==> src/rtl/f_le_rr_arbiter_if.sv <==
// Request/response bundle between N_REQ compare requesters and the shared
// f_le arbiter. Operand width comes from the shared F_LE_FLEN config macro
// (64 = FP64 when not set elsewhere).
`ifndef F_LE_FLEN
`define F_LE_FLEN 64
`endif

interface f_le_rr_arbiter_if #(
   parameter int N_REQ = 4
);
   localparam int FLEN = `F_LE_FLEN;

   logic [N_REQ-1:0]           req_valid;
   logic [N_REQ-1:0]           req_ready;
   logic [N_REQ-1:0][FLEN-1:0] req_a;
   logic [N_REQ-1:0][FLEN-1:0] req_b;
   logic [N_REQ-1:0]           resp_valid;
   logic [N_REQ-1:0]           resp_ready;
   logic                       resp_res;
   logic                       resp_err;

   // Requester side
   modport master (
      output req_valid, req_a, req_b, resp_ready,
      input  req_ready, resp_valid, resp_res, resp_err
   );

   // Arbiter side
   modport slave (
      input  req_valid, req_a, req_b, resp_ready,
      output req_ready, resp_valid, resp_res, resp_err
   );
endinterface

==> src/rtl/f_le_rr_arbiter.sv <==
// Round-robin arbiter sharing one combinational f_less_or_equal comparator
// among N_REQ requesters. One compare in flight: IDLE accepts the winner,
// CMP captures the comparator result, RESP holds it until the granted
// requester accepts it.
// Optional: define F_LE_RR_ARBITER_STATS_EN to add saturating cnt_cmp /
// cnt_err handshake counters as extra output ports.
`ifndef F_LE_FLEN
`define F_LE_FLEN 64
`endif

module f_le_rr_arbiter #(
   parameter int N_REQ = 4,
   parameter int ID_W  = $clog2(N_REQ)
) (
   input  logic                   clk,
   input  logic                   rst,
   f_le_rr_arbiter_if.slave       bus,
   output logic [ID_W-1:0]        grant_id,
   output logic                   busy,
   output logic [`F_LE_FLEN-1:0]  f_le_a,
   output logic [`F_LE_FLEN-1:0]  f_le_b,
   input  logic                   f_le_res,
   input  logic                   f_le_err
`ifdef F_LE_RR_ARBITER_STATS_EN
   ,
   output logic [15:0]            cnt_cmp,
   output logic [15:0]            cnt_err
`endif
);
   localparam int FLEN = `F_LE_FLEN;

   typedef enum logic [1:0] {IDLE, CMP, RESP} state_t;

   state_t            state_q, state_d;
   logic [ID_W-1:0]   grant_id_q, grant_id_d;
   logic [ID_W-1:0]   last_grant_q, last_grant_d;
   logic [FLEN-1:0]   a_q, a_d;
   logic [FLEN-1:0]   b_q, b_d;
   logic              res_q, res_d;
   logic              err_q, err_d;

   logic              any_req;
   logic [ID_W-1:0]   winner;
   logic [ID_W-1:0]   cand;
   logic              resp_hs;

`ifdef F_LE_RR_ARBITER_STATS_EN
   logic [15:0]       cnt_cmp_q, cnt_cmp_d;
   logic [15:0]       cnt_err_q, cnt_err_d;
`endif

   // Round-robin pick: first valid requester at or after last_grant+1, wrapping.
   // Scanning from the far end lets the nearest candidate overwrite the rest.
   always_comb begin
      any_req = 1'b0;
      winner  = '0;
      cand    = '0;
      for (int k = N_REQ; k >= 1; k--) begin
         cand = ID_W'((int'(last_grant_q) + k) % N_REQ);
         if (bus.req_valid[cand]) begin
            any_req = 1'b1;
            winner  = cand;
         end
      end
   end

   assign resp_hs = (state_q == RESP) && bus.resp_ready[grant_id_q];

   // Next-state and handshake strobes; req_ready is suppressed during reset so
   // no requester believes its request was taken while the arbiter clears.
   always_comb begin
      state_d        = state_q;
      grant_id_d     = grant_id_q;
      last_grant_d   = last_grant_q;
      a_d            = a_q;
      b_d            = b_q;
      res_d          = res_q;
      err_d          = err_q;
      bus.req_ready  = '0;
      bus.resp_valid = '0;
      case (state_q)
         IDLE: begin
            if (any_req) begin
               bus.req_ready[winner] = ~rst;
               a_d        = bus.req_a[winner];
               b_d        = bus.req_b[winner];
               grant_id_d = winner;
               state_d    = CMP;
            end
         end
         CMP: begin
            res_d   = f_le_res;
            err_d   = f_le_err;
            state_d = RESP;
         end
         RESP: begin
            bus.resp_valid[grant_id_q] = 1'b1;
            if (resp_hs) begin
               last_grant_d = grant_id_q;
               state_d      = IDLE;
            end
         end
         default: state_d = IDLE;
      endcase
   end

`ifdef F_LE_RR_ARBITER_STATS_EN
   // Saturating counters of completed response handshakes and of NaN results.
   always_comb begin
      cnt_cmp_d = cnt_cmp_q;
      cnt_err_d = cnt_err_q;
      if (resp_hs && cnt_cmp_q != 16'hFFFF) cnt_cmp_d = cnt_cmp_q + 16'd1;
      if (resp_hs && err_q && cnt_err_q != 16'hFFFF) cnt_err_d = cnt_err_q + 16'd1;
   end

   // Counter registers
   always_ff @(posedge clk) begin
      if (rst) begin
         cnt_cmp_q <= '0;
         cnt_err_q <= '0;
      end else begin
         cnt_cmp_q <= cnt_cmp_d;
         cnt_err_q <= cnt_err_d;
      end
   end

   assign cnt_cmp = cnt_cmp_q;
   assign cnt_err = cnt_err_q;
`endif

   // State, operand and result registers; reset priority pointer so that
   // requester 0 is searched first.
   always_ff @(posedge clk) begin
      if (rst) begin
         state_q      <= IDLE;
         grant_id_q   <= '0;
         last_grant_q <= ID_W'(N_REQ - 1);
         a_q          <= '0;
         b_q          <= '0;
         res_q        <= 1'b0;
         err_q        <= 1'b0;
      end else begin
         state_q      <= state_d;
         grant_id_q   <= grant_id_d;
         last_grant_q <= last_grant_d;
         a_q          <= a_d;
         b_q          <= b_d;
         res_q        <= res_d;
         err_q        <= err_d;
      end
   end

   assign grant_id     = grant_id_q;
   assign busy         = (state_q != IDLE);
   assign f_le_a       = a_q;
   assign f_le_b       = b_q;
   assign bus.resp_res = res_q;
   assign bus.resp_err = err_q;

endmodule

==> src/flat_wrapper.sv <==
// flat-port wrapper written by rule: the top's interface ports become plain ports
module f_le_rr_arbiter_flat 
#(
   parameter int N_REQ = 4,
   parameter int ID_W  = $clog2(N_REQ)
)
  (clk, rst, grant_id, busy, f_le_a, f_le_b, f_le_res, f_le_err, bus_req_valid, bus_req_a, bus_req_b, bus_resp_ready, bus_req_ready, bus_resp_valid, bus_resp_res, bus_resp_err);
  f_le_rr_arbiter_if #(.N_REQ(N_REQ)) bus_i ();
  input  logic clk;
  input  logic rst;
  output logic [ID_W-1:0] grant_id;
  output logic busy;
  output logic [`F_LE_FLEN-1:0] f_le_a;
  output logic [`F_LE_FLEN-1:0] f_le_b;
  input  logic f_le_res;
  input  logic f_le_err;
  input wire logic [$bits(bus_i.req_valid)-1:0] bus_req_valid;
  input wire logic [$bits(bus_i.req_a)-1:0] bus_req_a;
  input wire logic [$bits(bus_i.req_b)-1:0] bus_req_b;
  input wire logic [$bits(bus_i.resp_ready)-1:0] bus_resp_ready;
  output wire logic [$bits(bus_i.req_ready)-1:0] bus_req_ready;
  output wire logic [$bits(bus_i.resp_valid)-1:0] bus_resp_valid;
  output wire logic [$bits(bus_i.resp_res)-1:0] bus_resp_res;
  output wire logic [$bits(bus_i.resp_err)-1:0] bus_resp_err;
  assign bus_i.req_valid = bus_req_valid;
  assign bus_i.req_a = bus_req_a;
  assign bus_i.req_b = bus_req_b;
  assign bus_i.resp_ready = bus_resp_ready;
  assign bus_req_ready = bus_i.req_ready;
  assign bus_resp_valid = bus_i.resp_valid;
  assign bus_resp_res = bus_i.resp_res;
  assign bus_resp_err = bus_i.resp_err;
  f_le_rr_arbiter #(.N_REQ(N_REQ), .ID_W(ID_W)) u_core (.clk(clk), .rst(rst), .bus(bus_i), .grant_id(grant_id), .busy(busy), .f_le_a(f_le_a), .f_le_b(f_le_b), .f_le_res(f_le_res), .f_le_err(f_le_err));
endmodule
==> config.mk <==
export PLATFORM = sky130hd
export DESIGN_NAME = f_le_rr_arbiter_flat
export DESIGN_NICKNAME = d
export VERILOG_FILES = /design/src/rtl/f_le_rr_arbiter_if.sv /design/src/rtl/f_le_rr_arbiter.sv /design/src/flat_wrapper.sv
export SDC_FILE = /design/constraint.sdc
export NUM_CORES = 1
export LEC_CHECK = 0
export BUFFER_PORTS_ARGS = -buffer_cell sky130_fd_sc_hd__buf_2
export CORE_AREA = 2 2 258 260
export CTS_CLUSTER_SIZE = 10
export DETAILED_ROUTE_END_ITERATION = 10
export DIE_AREA = 0 0 260 262
export PLACE_DENSITY = 0.44
export SYNTH_ARGS = -nofsm -noshare
export SYNTH_HDL_FRONTEND = slang
export SYNTH_SLANG_ARGS = --single-unit
==> constraint.sdc <==
create_clock -name clk -period 1.7 [get_ports clk]
set_input_delay 0.17 -clock clk [delete_from_list [all_inputs] [get_ports clk]]
set_output_delay 0.17 -clock clk [all_outputs]
set_load 0.03 [all_outputs]
==> results of run 1 <==
## worst max-delay path by stage
stage / start / endpoint / slack, ns / cells after the start
final: u_core.last_grant_q[0]$_SDFFE_PP1P_ / u_core.f_le_b[61]$_SDFFE_PP0P_ / -0.45 / 12
after global placement: bus_req_valid[3] / u_core.f_le_b[48]$_SDFFE_PP0P_ / -0.43 / 9
after global routing: u_core.last_grant_q[1]$_SDFFE_PP1P_ / u_core.f_le_b[61]$_SDFFE_PP0P_ / -0.53 / 13
after floorplan: u_core.last_grant_q[0]$_SDFFE_PP1P_ / u_core.f_le_a[55]$_SDFFE_PP0P_ / -0.02 / 8
after CTS: u_core.last_grant_q[1]$_SDFFE_PP1P_ / bus_req_ready[2] / -0.50 / 8
after detailed placement: bus_req_valid[3] / u_core.f_le_b[48]$_SDFFE_PP0P_ / -0.44 / 9
## placed cells by master (no fill, tap or decap), drive strengths merged, types with 3 or more instances in the layout
| master | n |
|---|---|
| clkbuf | 27 |
| nand3 | 256 |
| and2 | 3 |
| a21oi | 5 |
| a221oi | 128 |
| nor2b | 4 |
| dlygate4sd3 | 258 |
| nor3 | 3 |
| dfxtp | 136 |
| clkinv | 5 |
| bufinv | 3 |
| clkinvlp | 3 |
| a311oi | 128 |
| o21ai | 3 |
| nand2 | 4 |
| nor2 | 140 |
| nand2b | 3 |
| buf | 890 |
## synthesized netlist by cell type, types with 2 or more instances
library cell | instances | area, um^2
inv_1 | 2 | 7.51
and2_1 | 3 | 18.8
buf_6 | 10 | 113
nand2b_1 | 3 | 18.8
a221oi_2 | 6 | 90.1
a211oi_1 | 2 | 15.0
nand3_1 | 256 | 1280
buf_4 | 13 | 97.6
buf_2 | 37 | 185
o21ai_0 | 2 | 10.0
a311o_1 | 2 | 20.0
o21a_1 | 2 | 15.0
a21oi_1 | 3 | 15.0
a21o_1 | 2 | 15.0
or2_2 | 2 | 12.5
a311oi_1 | 128 | 1120
mux2i_1 | 2 | 20.0
nand2_1 | 4 | 15.0
a221oi_1 | 122 | 1070
clkbuf_1 | 65 | 244
buf_1 | 2 | 7.51
nor2b_1 | 3 | 18.8
nor3_1 | 2 | 10.0
nor2_1 | 140 | 526
a21oi_2 | 2 | 17.5
dfxtp_1 | 136 | 2720
## power by group through the flow
stage | combinational (mW) | sequential, mW | clock [mW]
after floorplan | 2.05 | 4.94 | 0
after global placement | 5.72 | 4.01 | 0
after detailed placement | 5.74 | 4.02 | 0
after CTS | 7.75 | 3.96 | 4.24
after global routing | 9.11 | 4.01 | 4.34
final | 8.67 | 3.97 | 4.07
## worst reg2reg max path, stage by stage, from the launching register on
cell,delay [ns]
dfxtp_4,0.39
nand2b_4,0.15
a21oi_4,0.06
buf_6,0.12
buf_4,0.12
buf_6,0.11
nor3_4,0.14
buf_12,0.16
buf_12,0.15
buf_8,0.15
buf_12,0.13
nand3_2,0.08
a311oi_2,0.29
## through the flow
stage / setup TNS [ns] / std cells / hold slack [ns] / area [um^2]
2_1_floorplan: -0.307 / 967 / 0.314 / 7890
3_3_place_gp: -37.81 / 2529 / 0.412 / 13300
3_5_place_dp: -39.17 / 2529 / 0.433 / 13300
4_1_cts: -44.09 / 2872 / 0.00310 / 19300
5_1_grt: -52.87 / 2890 / 0.0153 / 20700
6_report: -41.43 / 2890 / 0.0632 / 20700
## repair_timing
action / CTS / global route
resized for setup: 340 / 195
hold buffers: 258 / 0
cloned: 25 / 8
setup endpoints to repair: 137 / 138
pin swaps: 202 / 159
setup buffers: 28 / 23
endpoints found under the hold margin: 131 / 0
## cell families after synthesis
| logic type | synth area share, % |
|---|---|
| and+or+nand+nor | 25.2 |
| buffers and inverters | 8.53 |
| AOI/OAI and AO/OA | 31.0 |
| muxes | 0.542 |
| DFF | 34.7 |
## metal layers
| layer | global-route usage [%] | part of all wire, % | up-vias |
|---|---|---|---|
| met5 | 0 | 0.021 | - |
| met4 | 8.68 | 4.1 | 2 |
| met3 | 4.03 | 7.0 | 157 |
| met2 | 29.0 | 51 | 759 |
| met1 | 18.2 | 38 | 6508 |
| li1 | - | - | 5996 |
## state kept, by name, indices dropped and copies added (netlist names)
name,flops
u_core.state_q,2
u_core.f_le_a,64
u_core.bus.resp_err,1
u_core.grant_id,2
u_core.f_le_b,64
u_core.last_grant_q,2
u_core.bus.resp_res,1
## final cells by class
type,instances,area share (%)
clock buffers,21,2.17
well taps,864,5.22
inverters,2,0.0362
repair buffers,1155,44.1
flip-flops and latches,136,13.2
multi-input cells,701,34.6
clock inverters,11,0.718
==> metrics.cfg, run 1 <==
[power]
pwr-share-clk_pct=24.4
power_density_mw_per_mm2=807
p_seq_share_pct=23.7
switching_share_pct=40.6
internal-power_mw=9.94
vdd_drop_max_mv=0.621
total_power_mw=16.7
leakage_nw=8.52
p_sw_mw=6.78
comb_power_share_pct=51.9

[logic_synthesis]
synth.cell_area_mm2=0.00785
yosysWarnings=0
synth_flop_cell=dfxtp_1
async_reset_ff_share_pct=0
synth-seq-area-share_pct=34.7
synth_seq_cells=136
yosysUniqueCellTypes=42
syn_nets=1491
synth-edff-count=0
syn_inst=967
avgSynthCellArea_um2=8.11

[critical_path]
end_kind=flop
crit_top_cell=buf_12
r2r_end=u_core.f_le_b[61]$_SDFFE_PP0P_
start_kind=flop
critPathKind=flop to flop
r2r_cells=12
crit_buf_inv=7
reg2reg_slack_ns=-0.45
crit_fanout=6
crit_chain=nand2b_4 -> a21oi_4 -> buf_6 -> buf_4 -> buf_6 -> nor3_4 -> buf_12 -> buf_12 -> buf_8 -> buf_12 -> nand3_2 -> a311oi_2
slowest_stage=dfxtp_4
path_delay_family=buffers and inverters
crit_path_max_incr_delay_ns=0.39
r2r_start=u_core.last_grant_q[0]$_SDFFE_PP1P_
cp.arrival_ns=2.52
required_ns=2.07

[timing]
rsz0062_at_grt=yes
slew_viol_final=0
relSlewSlack_pct=51.5
worst_pin_slew_ns=0.721
setup_slack_ns=-0.451
fin_skew_ns=0.0162
timing_hold_violations_final=0
report.final.setup_viol=133
post-route-period-util_pct=127
fmax_mhz=465
period_needed_ns=2.15

[cts]
numCtsBuffers=17
clock_path_buffers=2
clock_latency_ns=0.48
cts.sinks=136
h-tree-depth=4
cts_tree=built
cts_root_buf=clkbuf_16
clkSlewWorstSetupHoldPaths_ns=0.07

[status]
status=complete, but fails checks
violations=setup timing

[drt]
drc=0
drt_pass1_iterations=5
viasPerCell=4.64
routedWlPerCell_um=21.8
drt_iter0_drc=977
antenna_left=0
routed_wirelength_mm=63.1
vias=13422

[finish]
final_nets=2537
multi_input_area_mm2=0.00717
fillers=6605
antenna_cells=0
finish.utilization_pct=31.8
seq_area_mm2=0.00273
layout-drive-gt1-share_pct=62.3
area_growth_syn_to_layout_pct=164

[die]
die_w_um=260
rows=94
num_io_pins=665
die_y_um=262
core_area_mm2=0.0653
start_util_pct=12.0
die-area_mm2=0.0681

[hold_path]
hp-start=bus_req_b[18]
hold_path_class=input port to flop
holdPathEnd=u_core.f_le_b[18]$_SDFFE_PP0P_
hold_depth=3

[place]
port_buffers=664
hpwl_mm=38.0
dp_slack_ns=-0.443
gp_congestion=0.905

[global_route]
grt_pass1_vias=13724
antenna_found_initial=2
grt_remaining_overflow=0
grt_use_total_pct=16.4
grt_pass1_wl_mm=82.8
grt_max_degree=70

[run]
maxCapViolCount=0

Power figures use the tool's default switching activity.
==> run 2, diff against run 1 <==
Settings changed: BUFFER_PORTS_ARGS -buffer_cell sky130_fd_sc_hd__buf_2 to not set, CORE_AREA 2 2 258 260 to 2 2 261 263, DIE_AREA 0 0 260 262 to 0 0 263 265, DONT_BUFFER_PORTS set to 1, PLACE_DENSITY 0.44 to 0.35.
==> run 2 against run 1 <==
Effect of this change:
- the run ends with hold timing, setup timing left
- hold slack got worse by 0.29 ns
- wire length fell by 7.0%
- first-iteration DRC count fell by 26%
- die area rose by 2.3%
- sequential share of layout area rose by 4.2 points
- final cell count fell by 29%
- global-route usage fell by 1.8 points
- critical endpoint is now bus_req_ready[2]
- largest cell class is now multi-input combinational cells
==> metrics.cfg, run 2 (synthesis results as in run 1) <==
[cts]
cts_tree=built
clkSlewWorstSetupHoldPaths_ns=0.07
h-tree-depth=4
numCtsBuffers=17
clock_path_buffers=2
cts_root_buf=clkbuf_16
clock_latency_ns=0.48
cts.sinks=136

[finish]
design_area_mm2=0.0157
final_common_cell=nand3_2
fin_cells=2057
fillers=7111
layout-drive-gt1-share_pct=53.1
area_growth_syn_to_layout_pct=101
final_nets=1691
multi_input_area_mm2=0.00708
seq_area_mm2=0.00273
layout_common_cells=nand3_2, nor2_1, dfxtp_1

[critical_path]
r2r_end=u_core.f_le_a[40]$_SDFFE_PP0P_
end_kind=primary output
crit_fanout=7
r2r_start=u_core.last_grant_q[0]$_SDFFE_PP1P_
cp.arrival_ns=1.87
critPathKind=flop to primary output
r2r_cells=9
start_kind=flop
reg2reg_slack_ns=-0.27
required_ns=1.53

[drt]
drc=0
drt_pass1_iterations=5
viasPerCell=5.00
vias=10289
drt_iter0_drc=725
antenna_left=0
routedWlPerCell_um=28.5
routed_wirelength_mm=58.7

[timing]
setup_slack_ns=-0.340
slew_viol_final=0
fmax_mhz=490
fin_skew_ns=0.0179
tns_ns=-24.70
timing_hold_violations_final=119
report.final.setup_viol=132
post-route-period-util_pct=120
rsz0062_at_grt=yes
finalHoldWorstSlack_ns=-0.226
period_needed_ns=2.04
relSlewSlack_pct=72.6
worst_pin_slew_ns=0.411

[global_route]
grt_busiest_layer=met2
grt_pass1_wl_mm=73.1
grt_use_total_pct=14.6
globalRouteMet3Util_pct=5.14
antenna_found_initial=5
grt_use_met1_pct=15.6
grt_pass1_vias=9989
grt_remaining_overflow=0
grt_use_met2_pct=24.9
grt_max_degree=138

[power]
leakage_nw=5.02
vdd_drop_max_mv=0.560
power_density_mw_per_mm2=955

[hold_path]
hp-start=rst
hold_path_class=input port to flop
hold_depth=1
holdPathEnd=u_core.f_le_b[0]$_SDFFE_PP0P_

[place]
placed_cells=1834
port_buffers=0
hpwl_mm=33.3
gp_congestion=0.812
dpl-instance-area_mm2=0.00971

[die]
die-area_mm2=0.0697
die_y_um=265
die_w_um=263
num_io_pins=665
core_area_mm2=0.0668
start_util_pct=11.7
rows=95

[status]
status=complete, but fails checks
violations=hold timing, setup timing

[run]
maxCapViolCount=0

## run 2: report_power, final
part	internal (mW)	switching [mW]	leakage, nW	total, mW
sequential	3.68	1.28	1.13	4.96
clock	2.23	1.71	0.286	3.94
combinational	2.94	3.19	3.61	6.13
total	8.85	6.18	5.02	15.0
## run 2: repair_timing
| action | 4_1_cts | 5_1_grt |
|---|---|---|
| hold endpoints to repair | 136 | 134 |
| endpoints found under the setup margin | 136 | 136 |
| hold buffers | 13 | 72 |
| resized for setup | 300 | 240 |
| gates cloned | 31 | 18 |
| pin swaps | 219 | 115 |
| setup buffers | 45 | 19 |
## run 2: final cells by class
| cell class | count | share of cell area, % |
|---|---|---|
| repair buffers | 309 | 26.9 |
| multi-input cells | 701 | 45.0 |
| well taps | 873 | 6.94 |
| diodes | 4 | 0.0636 |
| inverters | 2 | 0.0477 |
| clock inverters | 12 | 0.803 |
| flip-flops and latches | 136 | 17.4 |
| clock buffers | 20 | 2.90 |
## run 2: how the worst max path moves through the flow
stage	to	slack (ns)	startpoint
final	bus_req_ready[2]	-0.34	u_core.last_grant_q[0]$_SDFFE_PP1P_
after global routing	bus_req_ready[3]	-0.48	u_core.last_grant_q[0]$_SDFFE_PP1P_
after CTS	bus_req_ready[2]	-0.40	u_core.last_grant_q[0]$_SDFFE_PP1P_
after detailed placement	u_core.f_le_a[22]$_SDFFE_PP0P_	-0.67	u_core.last_grant_q[0]$_SDFFE_PP1P_
after global placement	u_core.f_le_a[22]$_SDFFE_PP0P_	-0.62	u_core.last_grant_q[0]$_SDFFE_PP1P_
after floorplan	u_core.f_le_a[55]$_SDFFE_PP0P_	-0.02	u_core.last_grant_q[0]$_SDFFE_PP1P_
## run 2: metal layers
metal / up-vias / wire length (um) / part of all wire, %
met5: - / 27 / 0.046
met2: 752 / 28900 / 49
met3: 184 / 5440 / 9.3
li1: 4308 / - / -
met1: 5041 / 21000 / 36
met4: 4 / 3330 / 5.7
## run 2: critical path, stage by stage (launching register included)
cell and delay (ns):
dfxtp_4 0.39, nand2b_4 0.15, a21oi_4 0.06, buf_6 0.12
nor4_4 0.33, buf_12 0.16, and2_4 0.19
## run 2: metrics by stage
| step | setup slack [ns] | util [%] | hold WS [ns] | total power, mW |
|---|---|---|---|---|
| final | -0.340 | 23.6 | -0.226 | 15.0 |
| after global routing | -0.477 | 23.6 | -0.288 | 15.7 |
| after CTS | -0.402 | 19.9 | -0.294 | 14.1 |
| after detailed placement | -0.672 | 14.5 | 0.255 | 8.45 |
| after global placement | -0.615 | 14.5 | 0.252 | 8.43 |
| after floorplan | -0.0240 | - | 0.314 | 6.99 |
